$ cat config.mk
export PLATFORM = sky130hd
export DESIGN_NAME = seg7_scan_driver
export DESIGN_NICKNAME = d
export VERILOG_FILES = /design/src/rtl/seg7_pkg.sv /design/src/rtl/hex_to_seg7.sv /design/src/rtl/seg7_scan_driver.sv
export SDC_FILE = /design/constraint.sdc
export NUM_CORES = 1
export LEC_CHECK = 0
export CORE_MARGIN = 2
export CORE_UTILIZATION = 56
export CTS_BUF_LIST = sky130_fd_sc_hd__clkbuf_4 sky130_fd_sc_hd__clkbuf_8
export DETAILED_ROUTE_END_ITERATION = 16
export GPL_ROUTABILITY_DRIVEN = 0
export HOLD_SLACK_MARGIN = 0.02
export PLACE_DENSITY = 0.89
export SLEW_MARGIN = 40
export SYNTH_ARGS = -nofsm -noshare
export SYNTH_HDL_FRONTEND = slang
export SYNTH_HIERARCHICAL = 1
export SYNTH_SLANG_ARGS = --single-unit
$ cat constraint.sdc
create_clock -name clock -period 2.6 [get_ports clock]
set_input_delay 0.52 -clock clock [delete_from_list [all_inputs] [get_ports clock]]
set_output_delay 0.52 -clock clock [all_outputs]
set_load 0.02 [all_outputs]
$ cat src/rtl/seg7_pkg.sv
// Shared constants for the multiplexed 7-segment scan driver.
package seg7_pkg;

    // All cathodes off (active-low)
    localparam logic [6:0] SEG_BLANK = 7'h7F;

    // Supported digit counts
    localparam int unsigned MIN_DIGITS = 2;
    localparam int unsigned MAX_DIGITS = 8;

    // Active-low {g,f,e,d,c,b,a} patterns; entry 15 first so SEG_TABLE[n] decodes nibble n
    localparam logic [15:0][6:0] SEG_TABLE = {
        7'b0001110,  // F
        7'b0000110,  // E
        7'b0100001,  // d
        7'b1000110,  // C
        7'b0000011,  // b
        7'b0001000,  // A
        7'b0010000,  // 9
        7'b0000000,  // 8
        7'b1111000,  // 7
        7'b0000010,  // 6
        7'b0010010,  // 5
        7'b0011001,  // 4
        7'b0110000,  // 3
        7'b0100100,  // 2
        7'b1111001,  // 1
        7'b1000000   // 0
    };

endpackage

$ cat src/rtl/hex_to_seg7.sv
// Combinational hex nibble to active-low 7-segment pattern.
module hex_to_seg7
    import seg7_pkg::*;
(
    input  logic [3:0] nibble,
    output logic [6:0] seg_c
);

    // Table lookup on the nibble
    always_comb begin
        seg_c = SEG_TABLE[nibble];
    end

endmodule

$ cat src/rtl/seg7_scan_driver.sv
// N-digit common-anode hex display scanner with frame-synchronous value commit,
// leading-zero blanking and an all-anodes-off guard at the start of each dwell.
module seg7_scan_driver
    import seg7_pkg::*;
#(
    parameter int unsigned NUM_DIGITS   = 4,   // 2..8
    parameter int unsigned DWELL_CYCLES = 16,  // >= 2
    parameter int unsigned GUARD_CYCLES = 1    // < DWELL_CYCLES
) (
    input  logic                    clock,
    input  logic                    reset,
    input  logic                    load,
    input  logic [4*NUM_DIGITS-1:0] value,
    input  logic [NUM_DIGITS-1:0]   dp_in,
    input  logic                    blank_lz,
    output logic                    pending,
    output logic [NUM_DIGITS-1:0]   an,
    output logic [6:0]              seg,
    output logic                    dp
);

    localparam int unsigned VAL_W = 4 * NUM_DIGITS;
    localparam int unsigned DW_W  = $clog2(DWELL_CYCLES);
    localparam int unsigned IDX_W = $clog2(NUM_DIGITS);

    localparam logic [DW_W-1:0]  DWELL_LAST = DW_W'(DWELL_CYCLES - 1);
    localparam logic [DW_W-1:0]  GUARD_END  = DW_W'(GUARD_CYCLES);
    localparam logic [IDX_W-1:0] IDX_LAST   = IDX_W'(NUM_DIGITS - 1);

    logic [DW_W-1:0]       dwell;
    logic [IDX_W-1:0]      idx;
    logic [VAL_W-1:0]      disp_val;
    logic [NUM_DIGITS-1:0] disp_dp;
    logic [VAL_W-1:0]      stage_val;
    logic [NUM_DIGITS-1:0] stage_dp;

    logic                  boundary_c;
    logic                  guard_done_c;
    logic [NUM_DIGITS-1:0] blank_c;
    logic                  above_zero_c;
    logic                  blank_sel_c;
    logic [3:0]            nibble_c;
    logic [6:0]            dec_c;
    logic [NUM_DIGITS-1:0] an_c;
    logic [6:0]            seg_c;
    logic                  dp_c;

    assign boundary_c   = (idx == IDX_LAST) && (dwell == DWELL_LAST);
    assign guard_done_c = (GUARD_CYCLES == 0) ? 1'b1 : (dwell >= GUARD_END);

    // Dwell counter and digit index; idx steps once per completed dwell
    always_ff @(posedge clock) begin
        if (reset) begin
            dwell <= '0;
            idx   <= '0;
        end else if (dwell == DWELL_LAST) begin
            dwell <= '0;
            idx   <= (idx == IDX_LAST) ? '0 : idx + 1'b1;
        end else begin
            dwell <= dwell + 1'b1;
        end
    end

    // Stage writes; commit the previously staged data only at a frame boundary
    always_ff @(posedge clock) begin
        if (reset) begin
            stage_val <= '0;
            stage_dp  <= '0;
            disp_val  <= '0;
            disp_dp   <= '0;
            pending   <= 1'b0;
        end else begin
            if (boundary_c && pending) begin
                disp_val <= stage_val;
                disp_dp  <= stage_dp;
                pending  <= 1'b0;
            end
            if (load) begin
                stage_val <= value;
                stage_dp  <= dp_in;
                pending   <= 1'b1;
            end
        end
    end

    // Leading-zero mask: digit i>0 blanks when it and every digit above it are zero
    always_comb begin
        blank_c      = '0;
        above_zero_c = 1'b1;
        for (int i = NUM_DIGITS - 1; i > 0; i--) begin
            above_zero_c = above_zero_c & (disp_val[4*i +: 4] == 4'h0);
            blank_c[i]   = blank_lz & above_zero_c;
        end
    end

    assign nibble_c    = disp_val[{idx, 2'b00} +: 4];
    assign blank_sel_c = blank_c[idx];

    hex_to_seg7 u_dec (
        .nibble (nibble_c),
        .seg_c  (dec_c)
    );

    // Next anode/cathode values for the currently selected digit
    always_comb begin
        an_c  = '1;
        seg_c = dec_c;
        dp_c  = ~disp_dp[idx];
        if (blank_sel_c) begin
            seg_c = SEG_BLANK;
            dp_c  = 1'b1;
        end else if (guard_done_c) begin
            an_c[idx] = 1'b0;
        end
    end

    // Registered display pins
    always_ff @(posedge clock) begin
        if (reset) begin
            an  <= '1;
            seg <= SEG_BLANK;
            dp  <= 1'b1;
        end else begin
            an  <= an_c;
            seg <= seg_c;
            dp  <= dp_c;
        end
    end

endmodule

==> results of run 1 <==
[layout make-up]
type	instances	area, um2	share of cell area [%]
Timing Repair Buffer	39	378	11.9
Clock inverter	4	47.5	1.50
Tap cell	52	65.1	2.05
Clock buffer	12	165	5.21
Multi-Input combinational cell	194	1300	41.0
Sequential cell	59	1180	37.2
Inverter	9	33.8	1.06
[routing by layer]
| metal | up-vias | global-route usage [%] |
|---|---|---|
| met3 | 8 | 5.94 |
| met1 | 960 | 25.3 |
| li1 | 1048 | - |
| met4 | 0 | 8.64 |
| met5 | - | 0 |
| met2 | 58 | 36.2 |
[how the worst min path moves through the flow]
stage	from	slack [ns]	end	cells past startpoint
final	stage_val[1]	0.47	disp_val[1]	2
after global routing	stage_val[1]	0.49	disp_val[1]	2
after CTS	stage_val[1]	0.47	disp_val[1]	2
after detailed placement	stage_val[1]	0.46	disp_val[1]	2
after global placement	stage_val[10]	0.46	disp_val[10]	2
after floorplan	stage_dp[0]	0.44	disp_dp[0]	2
[registers in the layout (all words and copies together), names as in the netlist]
signal     count
dwell          4
seg            7
idx            2
an             4
stage_dp       4
disp_val      16
disp_dp        4
dp             1
pending        1
stage_val     16
[tightest hold or removal path, stage by stage, from the launching register on]
cell	delay, ns
dfxtp_1	0.31
nand3_1	0.06
a21oi_1	0.05
[power by group through the flow]
| stage | sequential (mW) | clock [mW] | combinational, mW |
|---|---|---|---|
| 5_1_grt | 0.954 | 0.925 | 0.152 |
| 3_5_place_dp | 0.970 | 0 | 0.136 |
| 2_1_floorplan | 0.977 | 0 | 0.0663 |
| 4_1_cts | 0.950 | 0.884 | 0.137 |
| 6_report | 0.951 | 0.870 | 0.136 |
| 3_3_place_gp | 0.970 | 0 | 0.132 |
[cell families (layout without fill, tap and decap cells)]
group | after synthesis | in the layout | synth area share (%)
flip-flops | 59 | 59 | 44.7
XOR/XNOR | 1 | 1 | 0.331
buffers and inverters | 33 | 64 | 6.30
AO/OA/AOI/OAI | 72 | 72 | 14.6
adder cells (fa/ha/maj) | 14 | 14 | 6.63
AND/OR/NAND/NOR | 80 | 80 | 14.8
multiplexers | 27 | 27 | 12.6
[cell usage in the layout, fill, tap and decap left out, types with 2 or more instances in the layout]
| master | instances |
|---|---|
| clkbuf_8 | 12 |
| clkdlybuf4s50_1 | 35 |
| mux2i_1 | 21 |
| o21ai_0 | 36 |
| mux4_2 | 5 |
| nor2_1 | 29 |
| nand3_1 | 22 |
| dfxtp_1 | 59 |
| nor4_1 | 2 |
| nor3_1 | 2 |
| o21a_1 | 2 |
| a21oi_1 | 26 |
| o211ai_1 | 2 |
| inv_1 | 8 |
| clkinv_2 | 2 |
| buf_4 | 3 |
| ha_1 | 14 |
| nand2_1 | 9 |
| nor3b_1 | 5 |
==> summary.txt, run 1 <==
Run status
  – Status: complete, no violations

Route
  – Uppermost layer routed: met4
  – DRT antenna net count: 0
  – WL per Instance: 13.5 um
  – Drc violations: 0
  – Avg Vias per Cell: 5.62
  – Met1 WL: between 2 and 2.5 mm
  – First DRT Iteration DRCs: 84
  – 1st-pass router iterations: 4
  – Met2 routed WL: 2.44 mm
  – Via count: 2074
  – Final WL: 5.00 mm
  – Met3 routed WL: 212 um

Layout
  – Inserted Diodes: 0
  – Fin nets: 350
  – Layout filler cell count: about 330
  – Fin cells: 369
  – Area delta synth->final: 20.1%
  – Layout cell share with drive strength beyond 1: 10.1%
  – Post-route cell area: 3170 um2
  – Core Util, Final: just over 70%

Clock network
  – Clk_lat worst skew: 0.34 ns
  – H-tree Lvls: 3
  – Worst-path clk slew: 0.07 ns
  – Hold buffers post-CTS: 0
  – Post-CTS Setup Bufs: 0
  – Number of buffers created by CTS: 9
  – PostCTS Resize Cnt: 0
  – Largest buffer count on any clock path: 2
  – Clock sinks: 59
  – CTS tree: done
  – CTS root buffer: clkbuf_8

Yosys
  – Synth async-reset ratio: 0%
  – Seq cells post-synth: 59
  – Syn. warnings: 6
  – Synth top cells by count: dfxtp_1 (59), o21ai_0 (36), nor2_1 (29)
  – Cell count after synthesis: 286
  – Yosys top cell area share: 44.7%
  – Post-synthesis sequential area ratio: about 45%
  – Synth area leader: dfxtp_1
  – Main area contributors after synthesis: dfxtp_1 (45%), mux2i_1 (8.0%), o21ai_0 (6.8%), ha_1 (6.6%), a21oi_1 (4.9%)
  – Synth Flop Type: dfxtp_1
  – Synth cell types: 39
  – Most common cell in the netlist: dfxtp_1
  – Number of synthesized flops with an enable pin: 0
  – Syn Nets: 324
  – Synthesized area: 2640 um2
  – Average size of a mapped cell: slightly above 9 um2

Worst setup path
  – Worst r2r src: idx[0]
  – Max incr delay on CP: approximately 0.65 ns
  – Data required, critical path: 2.79 ns
  – Critical Path End: seg[3]
  – Worst reg2reg path depth: 7
  – Critical Setup Path Class: flop to flop
  – Slowest stage cell, crit path: mux4_2
  – Crit path buffers/inverters: 0
  – Cells along the critical path: mux4_2 -> ha_1 -> or2_1 -> a21oi_1 -> a31oi_1 -> nor2_1 -> o21ai_0
  – WP depth: 7
  – Max FO, Critical Path: 12
  – R2r setup slk: 0.32 ns
  – CP Launch Type: flop
  – Crit path max-delay family: multiplexers
  – CP Capture Type: flop
  – Arrival time at the worst endpoint: 2.47 ns
  – Worst setup path start: idx[0]
  – Reg2reg end: seg[3]

Pwr
  – Comb power frac: 7.0%
  – Clock share of power: 44.4%
  – Part of the power in registers: 48.6%
  – Switching Fraction: 22.1%
  – Cell-internal power: 1.53 mW
  – Leak: 1.20 nW
  – Power Total: between 1.5 and 2 mW
  – Worst vdd ir: between 0.5 and 0.6 mV
  – Sw Pwr: 0.432 mW
  – PwrDens: 617 nW/um2

Global route
  – Largest net degree at the start of global routing: 60
  – Initial antenna violation count: 0
  – Global-route wire length before repair: 8.76 mm
  – Global route overflow: 0
  – Overall fraction of global-route tracks in use: between 20% and 30%
  – Vias in the first global route: between 1500 and 2000

Worst hold path
  – Hold/Removal Path Class: flop to flop

Placed design
  – DP Worst Slack: 0.361 ns
  – DP HPWL: 3.29 mm
  – DP Cell Count: 353
  – Port Buffer Count: 36
  – Placed cell area: 2950 um2

Floorplanning
  – Chip width: 72.7 um
  – Die height: 72.7 um
  – Site row count: 24
  – Initial core utilization: 59.5%
  – Die ar.: around 5300 um2
  – Core Region: 4440 um2
  – I/O pin count: 37

STA
  – Max-slew violations: 0
  – RSZ-0062 raised after global routing: no
  – Crit path time final: approximately 2.3 ns
  – Least-Margin Pin Slew: 0.722 ns
  – Clk_skew: 0.00668 ns
  – TNS Setup: 0 ns
  – Fmax: 438 MHz
  – Worst rel slew slack: roughly 52%
  – PnR worst setup slack: 0.317 ns
  – Worst hold margin: 0.467 ns
  – Final setup violation count: 0
  – Final Hold Vio Count: 0
  – Fin crit share: ~88%

Run
  – Max cap viols: 0
Note: power is estimated with default switching activity, not from simulation.
==> run 2, diff against run 1 <==
Settings changed: CAP_MARGIN set to 25.
==> results of run 2 <==
No change in the layout: final DEF, timing and power equal those of run 1.
